## src/rtl/serial_adder.sv

```systemverilog
// serial_adder
//   Multi-cycle adder/subtractor. Operands are captured on a start request and
//   consumed DIGIT bits per clock through a small ripple slice, with the carry
//   held in a register between digits. Results are published all at once when
//   the last digit has been processed, so the outputs never show partial sums.
//
// Parameters
//   WIDTH : operand/result width in bits (>= 2)
//   DIGIT : bits processed per clock; WIDTH must be a multiple of DIGIT
//
// Ports
//   i_clk      : clock, rising-edge active
//   i_rst      : asynchronous active-high reset
//   i_start    : start request, honoured only when not busy
//   i_sub      : 0 = A+B, 1 = A-B (captured with i_start)
//   i_a, i_b   : operands (captured with i_start)
//   o_busy     : high while an operation is in progress
//   o_done     : one-cycle pulse when the result outputs update
//   o_sum      : result modulo 2^WIDTH
//   o_carry    : carry out of the MSB (subtract: 1 = no borrow)
//   o_overflow : two's-complement signed overflow

module serial_adder #(
  parameter int WIDTH = 8,
  parameter int DIGIT = 1
) (
  input  logic             i_clk,
  input  logic             i_rst,
  input  logic             i_start,
  input  logic             i_sub,
  input  logic [WIDTH-1:0] i_a,
  input  logic [WIDTH-1:0] i_b,
  output logic             o_busy,
  output logic             o_done,
  output logic [WIDTH-1:0] o_sum,
  output logic             o_carry,
  output logic             o_overflow
);

  localparam int N  = WIDTH / DIGIT;
  localparam int CW = $clog2(N + 1);

  // Bad parameter combinations are caught at elaboration time.
  generate
    if (DIGIT < 1 || WIDTH < 2 || (WIDTH % DIGIT) != 0) begin : g_cfgError
      $error("serial_adder: WIDTH must be >= 2 and an integer multiple of DIGIT");
    end
  endgenerate

  typedef enum logic [1:0] {
    IDLE,
    RUN,
    DONE
  } state_t;

  state_t           r_state;
  logic [WIDTH-1:0] r_a;
  logic [WIDTH-1:0] r_b;
  logic [WIDTH-1:0] r_shift;
  logic             r_carry;
  logic [CW-1:0]    r_cnt;
  logic             r_aMsb;
  logic             r_bMsb;

  logic [WIDTH-1:0] w_bIn;
  logic [DIGIT:0]   w_digitSum;
  logic [WIDTH-1:0] w_shiftNext;

  // Subtraction is A + ~B + 1; the +1 arrives through the carry-in.
  assign w_bIn = i_sub ? ~i_b : i_b;

  assign w_digitSum = {1'b0, r_a[DIGIT-1:0]} + {1'b0, r_b[DIGIT-1:0]}
                    + {{DIGIT{1'b0}}, r_carry};

  // Each new digit enters at the top, so after N steps the first digit has
  // walked down to bit 0 and the register holds the completed sum.
  assign w_shiftNext = (r_shift >> DIGIT)
                     | (WIDTH'(w_digitSum[DIGIT-1:0]) << (WIDTH - DIGIT));

  always_ff @(posedge i_clk or posedge i_rst) begin
    if (i_rst) begin
      r_state    <= IDLE;
      r_a        <= '0;
      r_b        <= '0;
      r_shift    <= '0;
      r_carry    <= 1'b0;
      r_cnt      <= '0;
      r_aMsb     <= 1'b0;
      r_bMsb     <= 1'b0;
      o_busy     <= 1'b0;
      o_done     <= 1'b0;
      o_sum      <= '0;
      o_carry    <= 1'b0;
      o_overflow <= 1'b0;
    end else begin
      case (r_state)
        IDLE, DONE: begin
          o_done <= 1'b0;
          if (i_start) begin
            r_a     <= i_a;
            r_b     <= w_bIn;
            r_shift <= '0;
            r_carry <= i_sub;
            r_cnt   <= CW'(N);
            // Operand sign bits are shifted out during RUN, so keep them
            // aside for the overflow decision at the end.
            r_aMsb  <= i_a[WIDTH-1];
            r_bMsb  <= w_bIn[WIDTH-1];
            o_busy  <= 1'b1;
            r_state <= RUN;
          end else begin
            r_state <= IDLE;
          end
        end

        RUN: begin
          r_a     <= r_a >> DIGIT;
          r_b     <= r_b >> DIGIT;
          r_shift <= w_shiftNext;
          r_carry <= w_digitSum[DIGIT];
          r_cnt   <= r_cnt - CW'(1);
          if (r_cnt == CW'(1)) begin
            o_sum      <= w_shiftNext;
            o_carry    <= w_digitSum[DIGIT];
            o_overflow <= (r_aMsb == r_bMsb) && (w_shiftNext[WIDTH-1] != r_aMsb);
            o_busy     <= 1'b0;
            o_done     <= 1'b1;
            r_state    <= DONE;
          end
        end

        default: begin
          r_state <= IDLE;
        end
      endcase
    end
  end

endmodule

```

## config.mk

```make
export PLATFORM = sky130hd
export DESIGN_NAME = serial_adder
export DESIGN_NICKNAME = d
export VERILOG_FILES = /design/src/rtl/serial_adder.sv
export SDC_FILE = /design/constraint.sdc
export NUM_CORES = 1
export LEC_CHECK = 0
export CELL_PAD_IN_SITES_DETAIL_PLACEMENT = 1
export CELL_PAD_IN_SITES_GLOBAL_PLACEMENT = 1
export CORE_MARGIN = 1
export CORE_UTILIZATION = 40
export CTS_BUF_LIST = sky130_fd_sc_hd__clkbuf_2
export DETAILED_ROUTE_END_ITERATION = 8
export PLACE_DENSITY_LB_ADDON = 0.1
export SETUP_SLACK_MARGIN = 0.02
export SLEW_MARGIN = 20
export SYNTH_ARGS = -nofsm -noshare
export SYNTH_HDL_FRONTEND = slang
export SYNTH_SLANG_ARGS = --single-unit
```

## constraint.sdc

```tcl
create_clock -name i_clk -period 2.95 [get_ports i_clk]
set_input_delay 0.59 -clock i_clk [delete_from_list [all_inputs] [get_ports i_clk]]
set_output_delay 0.59 -clock i_clk [all_outputs]
set_load 0.1 [all_outputs]
```

# Word-level counts from Yosys, hierarchy flattened
# Cells that the tools add are included.
# word_totals
memories	0
mem_bits_rw	0
input_bits	20
word_cells	53
rom_bits	0
latch_bits	0
out_inout_bits	12
ff_bits	45
# classes
eq_ne	7
reduce_logical	9
n_shift	0
n_bitwise	2
n_div	0
n_addsub	3
mux	19
n_mul	0
magnitude_cmp	0
# ops
operator	n
8-bit one-hot mux with 2 select lines	3
8-bit 2-to-1 mux	4
8-bit NOT	1
7-bit by 8-bit OR with 8-bit output	1
4-bit one-hot mux with 2 select lines	1
2-bit AND reduction	4
1-bit one-hot mux with 2 select lines	3
1-bit 2-to-1 mux	5
4-bit by 1-bit == test with 1-bit output, second input constant	1
4-bit 2-to-1 mux	1
2-bit inequality test, second input constant	2
2-bit one-hot mux with 2 select lines	1
4-bit by 1-bit subtractor with 4-bit output, second input constant	1
3-bit AND reduction	1
1-bit by 1-bit adder with 2-bit output	1
2-bit by 1-bit adder with 2-bit output	1
2-bit by 1-bit == test with 1-bit output, second input constant	1
2-bit == test, second input constant	1
2-bit zero test	1
2-bit 2-to-1 mux	1
2-bit nonzero test	1
2-bit OR reduction	1
1-bit == test	1
1-bit logical AND	1
1-bit inequality test	1

# Depth between registers and ports, before layout
# Gate-level depths: netlist (run 1).
# depth
depth_word	5
ltp_mapped	6
mapped_depth_nobuf	5

# Worst setup path after synthesis (run 1)
# OpenSTA, ideal clock, no wires.
# synth_timing
kind	register to output
startpoint	reg o_carry
endpoint	out o_carry
stages_incl_launch_ff	1
path_buffers	0
slack_ps	1462
required_time_ps	2360
t_arrival_ps	898
cell_sequence	dfrtp_1
# synth_rtl
element	line	source
from (decl)	36	output logic o_carry,
from (signal assigned)	124	o_carry <= w_digitSum[DIGIT];
# No word-level cell between the ends.

# Final worst setup path (run 1)
# layout_timing
startpoint	reg r_cnt[1]
endpoint	reg o_sum[0]
# layout_between
elab_chain_len	2
# layout_rtl
element	line	source
from (decl)	61	logic [CW-1:0] r_cnt;
from (signal assigned)	104	r_cnt <= CW'(N);
from (signal assigned)	121	r_cnt <= r_cnt - CW'(1);
4-bit by 1-bit == test with 1-bit output	122	if (r_cnt == CW'(1)) begin
2-bit AND reduction (no line)	n/a	
to (signal assigned)	123	o_sum <= w_shiftNext;
to (decl)	35	output logic [WIDTH-1:0] o_sum,
# No other way between the ends.
# A chain may end at the register's enable or synchronous reset.

==> impl_results.md, run 1 <==
* Initial Utilization at 0.430
* Die area at 5120 µm²
* Root buf cell: clkbuf_2
* GRT overflow at 0
* Fin worst setup slack at 1220 ps
* Hold WS at 525 ps
* Area Growth Syn to Fin at 18.4%
* Status: finished, final reports clean
* Setup tns final at 0 ps
* Minimum clock period at 1730 ps
* TritonRoute pass-1 iters at 4
* Via/cell ratio at 5.59
* Worst EP arrival at 2040 ps
* Commonest non-fill, non-tap cell in the layout: dfrtp_1
* Crit Path Class: flip-flop to flip-flop
* TritonCTS clock tree: yes
* DRT iter0 DRCs at 110
* Post-synthesis net count at 180
* # H-tree levels at 2
* R2r endpoint: o_sum[0]
* Bufs on Longest Clock Path at 2
* Power, Total at 2.89 mW
* Area share of the largest cell type after synthesis at 0.569
* Synth warn at 0
* Routed wire per std cell at 17.2 µm
* Io pins at 32
* Fin crit share at 0.586
* Seq/Total Area, Yosys at 0.569
* Top post-synthesis cells by area: dfrtp_1 (57%), mux2_4 (5.4%), a221o_1 (4.7%)
* R2r setup slk at 1220 ps
* Postcts setup bufs at 0
* Worst Path Max Fanout at 11
* Worst flop-to-flop path startpoint: r_cnt[1]
* Hold Buf Count CTS at 0
* Most frequent cells in the layout: dfrtp_1 (44), clkdlybuf4s50_1 (19), buf_4 (15), nand2_1 (13)
* Nets at 211
* Actual slew at the worst max-slew pin at 762 ps
* Clock-pin slew on the worst setup and hold paths at 200 ps
* Fin Clk Skew at 22.1 ps
* CP Launch Type: flip-flop
* Max-slew headroom at 0.492
* Number of buffers created by CTS at 5
* Post-DP HPWL at 2.82 mm
* Antenna cells at 0
* Total number of vias at 1347
* Worst hold path depth at 2
* Critical Path RT at 3260 ps
* Setup WS pre-CTS at 772 ps
* Max Cap Viol at 0
* R2R depth at 5
* First-pass GRT wire length at 7.15 mm
* Placed cell count at 233
* Filler Cell Count at 486
* Post-route ant nets at 0
* Leading area contributor after synthesis: dfrtp_1
* Die W at 71.6 µm
* Synth Instances at 157
* Pwr Density at 1260 nW/µm²
* Setup violators final at 0
* Total routing usage reported by global routing at 0.184
* GPL Wtd Cong at 0.706
* Hold Startpoint: o_done
* Die height at 71.6 µm
* Fmax at 578 MHz
* RSZ-0062 raised after global routing: no
* Vias in the first global route at 1440
* Final wirelength at 4.14 mm
* Crit path capture type: flip-flop
* P_leak at 1.08 nW
* Clock network latency to the later pin of the worst-skew pair at 400 ps
* Yosys cell types at 32
* Max VDD drop at 0.432 mV
* Core box area at 4500 µm²
* Pin count of the biggest net entering global routing at 45
* Post-synthesis register bit count at 44
* Max Slew Vio Count at 0
* Initial antenna violation count at 0
* Final hold vios at 0
* Share of layout cells above drive strength 1 at 0.175
* Row count at 24
* Synth Area per Inst at 12.3 µm²
* Post-CTS Resized at 0
* Post-route DRC at 0
* Tightest Hold Check Type: flip-flop to flip-flop
* Syn Std Cell Area at 1940 µm²
* CTS sink cnt at 44
* Port Buffers at 31
* Cell Count, Final, Fillers Out at 241
* Hold Path End: o_done
==> cell families after synthesis <==
kind of cell	Yosys count	share of synthesized area
fa+ha+maj	3	0.0233
simple gates	41	0.112
buf+inv	17	0.0517
compound gates	36	0.148
flops	44	0.569
xor+xnor	8	0.0362
mux	8	0.0601
==> power by group <==
group | switching (mW) | leakage (nW) | internal, mW
Combinational | 1.01 | 0.493 | 0.490
Sequential | 0.192 | 0.552 | 0.873
Clock | 0.186 | 0.0380 | 0.138
Total | 1.39 | 1.08 | 1.50
==> stage by stage <==
stage	instance area, µm²	util
2_1_floorplan	1940	-
3_3_place_gp	2230	0.495
3_5_place_dp	2230	0.495
4_1_cts	2290	0.509
5_1_grt	2290	0.509
6_report	2290	0.509
==> critical path, stage by stage (launching register included) <==
cell and delay, ps:
dfrtp_1 440, inv_1 80, ha_1 140, nor3b_4 330
nand2_2 290, mux2_4 370
==> Yosys cell counts <==
cell,instances
a21oi_1,2
a211oi_1,1
nand2_1,13
o2bb2ai_1,3
nand2_2,1
a22o_1,7
ha_1,2
buf_6,3
mux2_2,1
nor3_1,2
o21a_1,1
dfrtp_1,44
nor2b_1,1
nand2b_1,2
inv_1,7
clkbuf_1,2
nor2_4,1
a31oi_1,3
a221o_1,9
buf_4,3
nor2_1,8
xnor2_1,8
a22oi_1,6
mux2_4,7
o21ai_0,4
nor2b_4,1
nand3_1,9
buf_2,2
nand3b_1,1
nor3b_4,1
or3_1,1
fa_1,1
==> final cells by class <==
type                            count  area, µm²  area share
Multi-Input combinational cell     96        734       0.320
Tap cell                           52       65.1      0.0284
Sequential cell                    44       1100       0.480
Inverter                            7       26.3      0.0115
Clock inverter                      3       37.5      0.0164
Timing Repair Buffer               34        303       0.132
Clock buffer                        5       25.0      0.0109
==> worst max path at each step <==
stage	from	endpoint
6_report	r_cnt[1]	o_sum[0]
5_1_grt	r_cnt[1]	o_sum[0]
4_1_cts	r_cnt[1]	o_sum[0]
3_5_place_dp	i_start	r_b[0]
3_3_place_gp	i_start	r_b[6]
2_1_floorplan	i_rst	o_busy
==> registers in the layout, summed over array words and instances, names as in the netlist <==
register and flops:
o_busy 1, o_carry 1, o_done 1, o_overflow 1, o_sum 8, r_a 8, r_aMsb 1, r_b 8
r_bMsb 1, r_carry 1, r_cnt 4, r_shift 7, r_state 2
==> metal layers <==
layer | GRT usage | routed length (µm) | vias up
met3 | 0.0422 | 119 | 5
met2 | 0.312 | 2070 | 26
met1 | 0.238 | 1900 | 698
li1 | - | - | 618
met5 | 0 | 0 | -
met4 | 0.0523 | 51 | 0
(Power assumes the default switching activity.)
==> inputs of run 2 (changes only) <==
- clock period: 2.95 -> 1.7 ns (I/O delays scaled with it)
==> impl_results.md, run 2 (synthesis results as in run 1) <==
* Status: finished, final reports clean
* P_leak at 1.18 nW
* Actual slew at the worst max-slew pin at 482 ps
* Routed wire per std cell at 17.6 µm
* Initial Utilization at 0.430
* Nets at 216
* Power share of the sequential group at 0.351
* RSZ-0062 raised after global routing: no
* Cell Count, Final, Fillers Out at 246
* Fin Clk Skew at 24.3 ps
* Pin count of the biggest net entering global routing at 45
* Max Slew Vio Count at 0
* Max Cap Viol at 0
* Worst EP arrival at 1890 ps
* Tightest Hold Check Type: primary input to async pin
* Pwr Density at 2200 nW/µm²
* Int Power at 3.00 mW
* Post-route ant nets at 0
* Critical Path RT at 2030 ps
* Io pins at 32
* Total routing usage reported by global routing at 0.190
* CTS sink cnt at 44
* Filler Cell Count at 475
* Power, Total at 5.53 mW
* Number of buffers created by CTS at 5
* Switching pwr at 2.53 mW
* Sw Share at 0.457
* Port Buffers at 31
* Clock-pin slew on the worst setup and hold paths at 240 ps
* Most frequent cells in the layout: dfrtp_1 (44), clkdlybuf4s50_1 (19), buf_12 (14), nand2_1 (13)
* Post-route DRC at 0
* # H-tree levels at 2
* Placed cell count at 238
* Setup violators final at 0
* Fin crit share at 0.921
* DRT iter0 DRCs at 90
* Minimum clock period at 1570 ps
* Postcts setup bufs at 0
* Bufs on Longest Clock Path at 2
* Hold Buf Count CTS at 0
* Crit path capture type: flip-flop
* Worst Path Max Fanout at 4
* Die height at 71.6 µm
* Crit Path Class: flip-flop to flip-flop
* Clk pwr share at 0.106
* Final wirelength at 4.33 mm
* Clock network latency to the later pin of the worst-skew pair at 400 ps
* TritonRoute pass-1 iters at 4
* Max VDD drop at 0.740 mV
* Vias in the first global route at 1409
* Share of layout cells above drive strength 1 at 0.206
* Root buf cell: clkbuf_2
* Final hold vios at 0
* Area Growth Syn to Fin at 29.8%
* Row count at 24
* Die W at 71.6 µm
* Commonest non-fill, non-tap cell in the layout: dfrtp_1
* Initial antenna violation count at 0
* Biggest regs: o_sum x8, r_a x8, r_b x8
* Post-DP HPWL at 3.05 mm
* Total number of vias at 1323
* Antenna cells at 0
* Max-slew headroom at 0.679
* TritonCTS clock tree: yes
* CP Launch Type: flip-flop
* GPL Wtd Cong at 0.729
* Post-CTS Resized at 0
* Core box area at 4500 µm²
* Via/cell ratio at 5.38
* First-pass GRT wire length at 7.23 mm
* GRT overflow at 0
* Die area at 5120 µm²
* Logic pwr share at 0.543
* Fmax at 639 MHz
## run 2: metal layers
| metal | vias to the layer above | GRT usage | share of wire |
|---|---|---|---|
| li1 | 628 | - | - |
| met1 | 663 | 0.248 | 0.45 |
| met2 | 30 | 0.313 | 0.50 |
| met3 | 2 | 0.0563 | 0.039 |
| met4 | 0 | 0.0458 | 0.0049 |
| met5 | - | 0 | 0 |
## run 2: final timing paths
path	from	to	slack (ps)	cells past startpoint
min reg2reg	r_a[2]	r_a[2]	540	2
max	r_a[0]	o_overflow	130	5
min in group i_clk	i_a[7]	r_aMsb	470	3
max reg2reg	r_a[0]	o_overflow	130	5
max in group asynchronous	i_rst	r_a[1]	1200	3
min	i_rst	o_sum[4]	260	3
## run 2: critical path: stages, from the launching register on
cell and delay [ps]:
dfrtp_1 380, inv_1 60, fa_1 630, or3_1 130, nand2_1 50, mux2_4 260
## run 2: power by group through the flow
stage                     Clock [mW]  Sequential [mW]  Combinational (mW)
after floorplan                    0             2.71                1.22
after global placement             0             1.92                2.92
after detailed placement           0             1.96                3.03
after CTS                      0.613             1.94                3.03
after global routing           0.660             2.00                3.18
final                          0.589             1.94                3.00
## run 2: area by class of cell
cell class                      count  area, µm²  area share
Tap cell                           52       65.1      0.0259
Inverter                            7       26.3      0.0105
Clock buffer                        6       30.0      0.0120
Clock inverter                      2       35.0      0.0139
Timing Repair Buffer               39        515       0.205
Multi-Input combinational cell     96        739       0.294
Sequential cell                    44       1100       0.438
## run 2: metrics by stage
stage	hold slack, ps	utilization	cell area, µm²	setup TNS (ps)	setup WS [ps]
CTS	255	0.557	2510	0	45.1
detailed placement	491	0.542	2440	-58.4	-19.2
floorplan	445	-	1940	0	230
global route	234	0.558	2510	0	61.7
global placement	476	0.542	2440	0	3.25
finish	264	0.558	2510	0	135
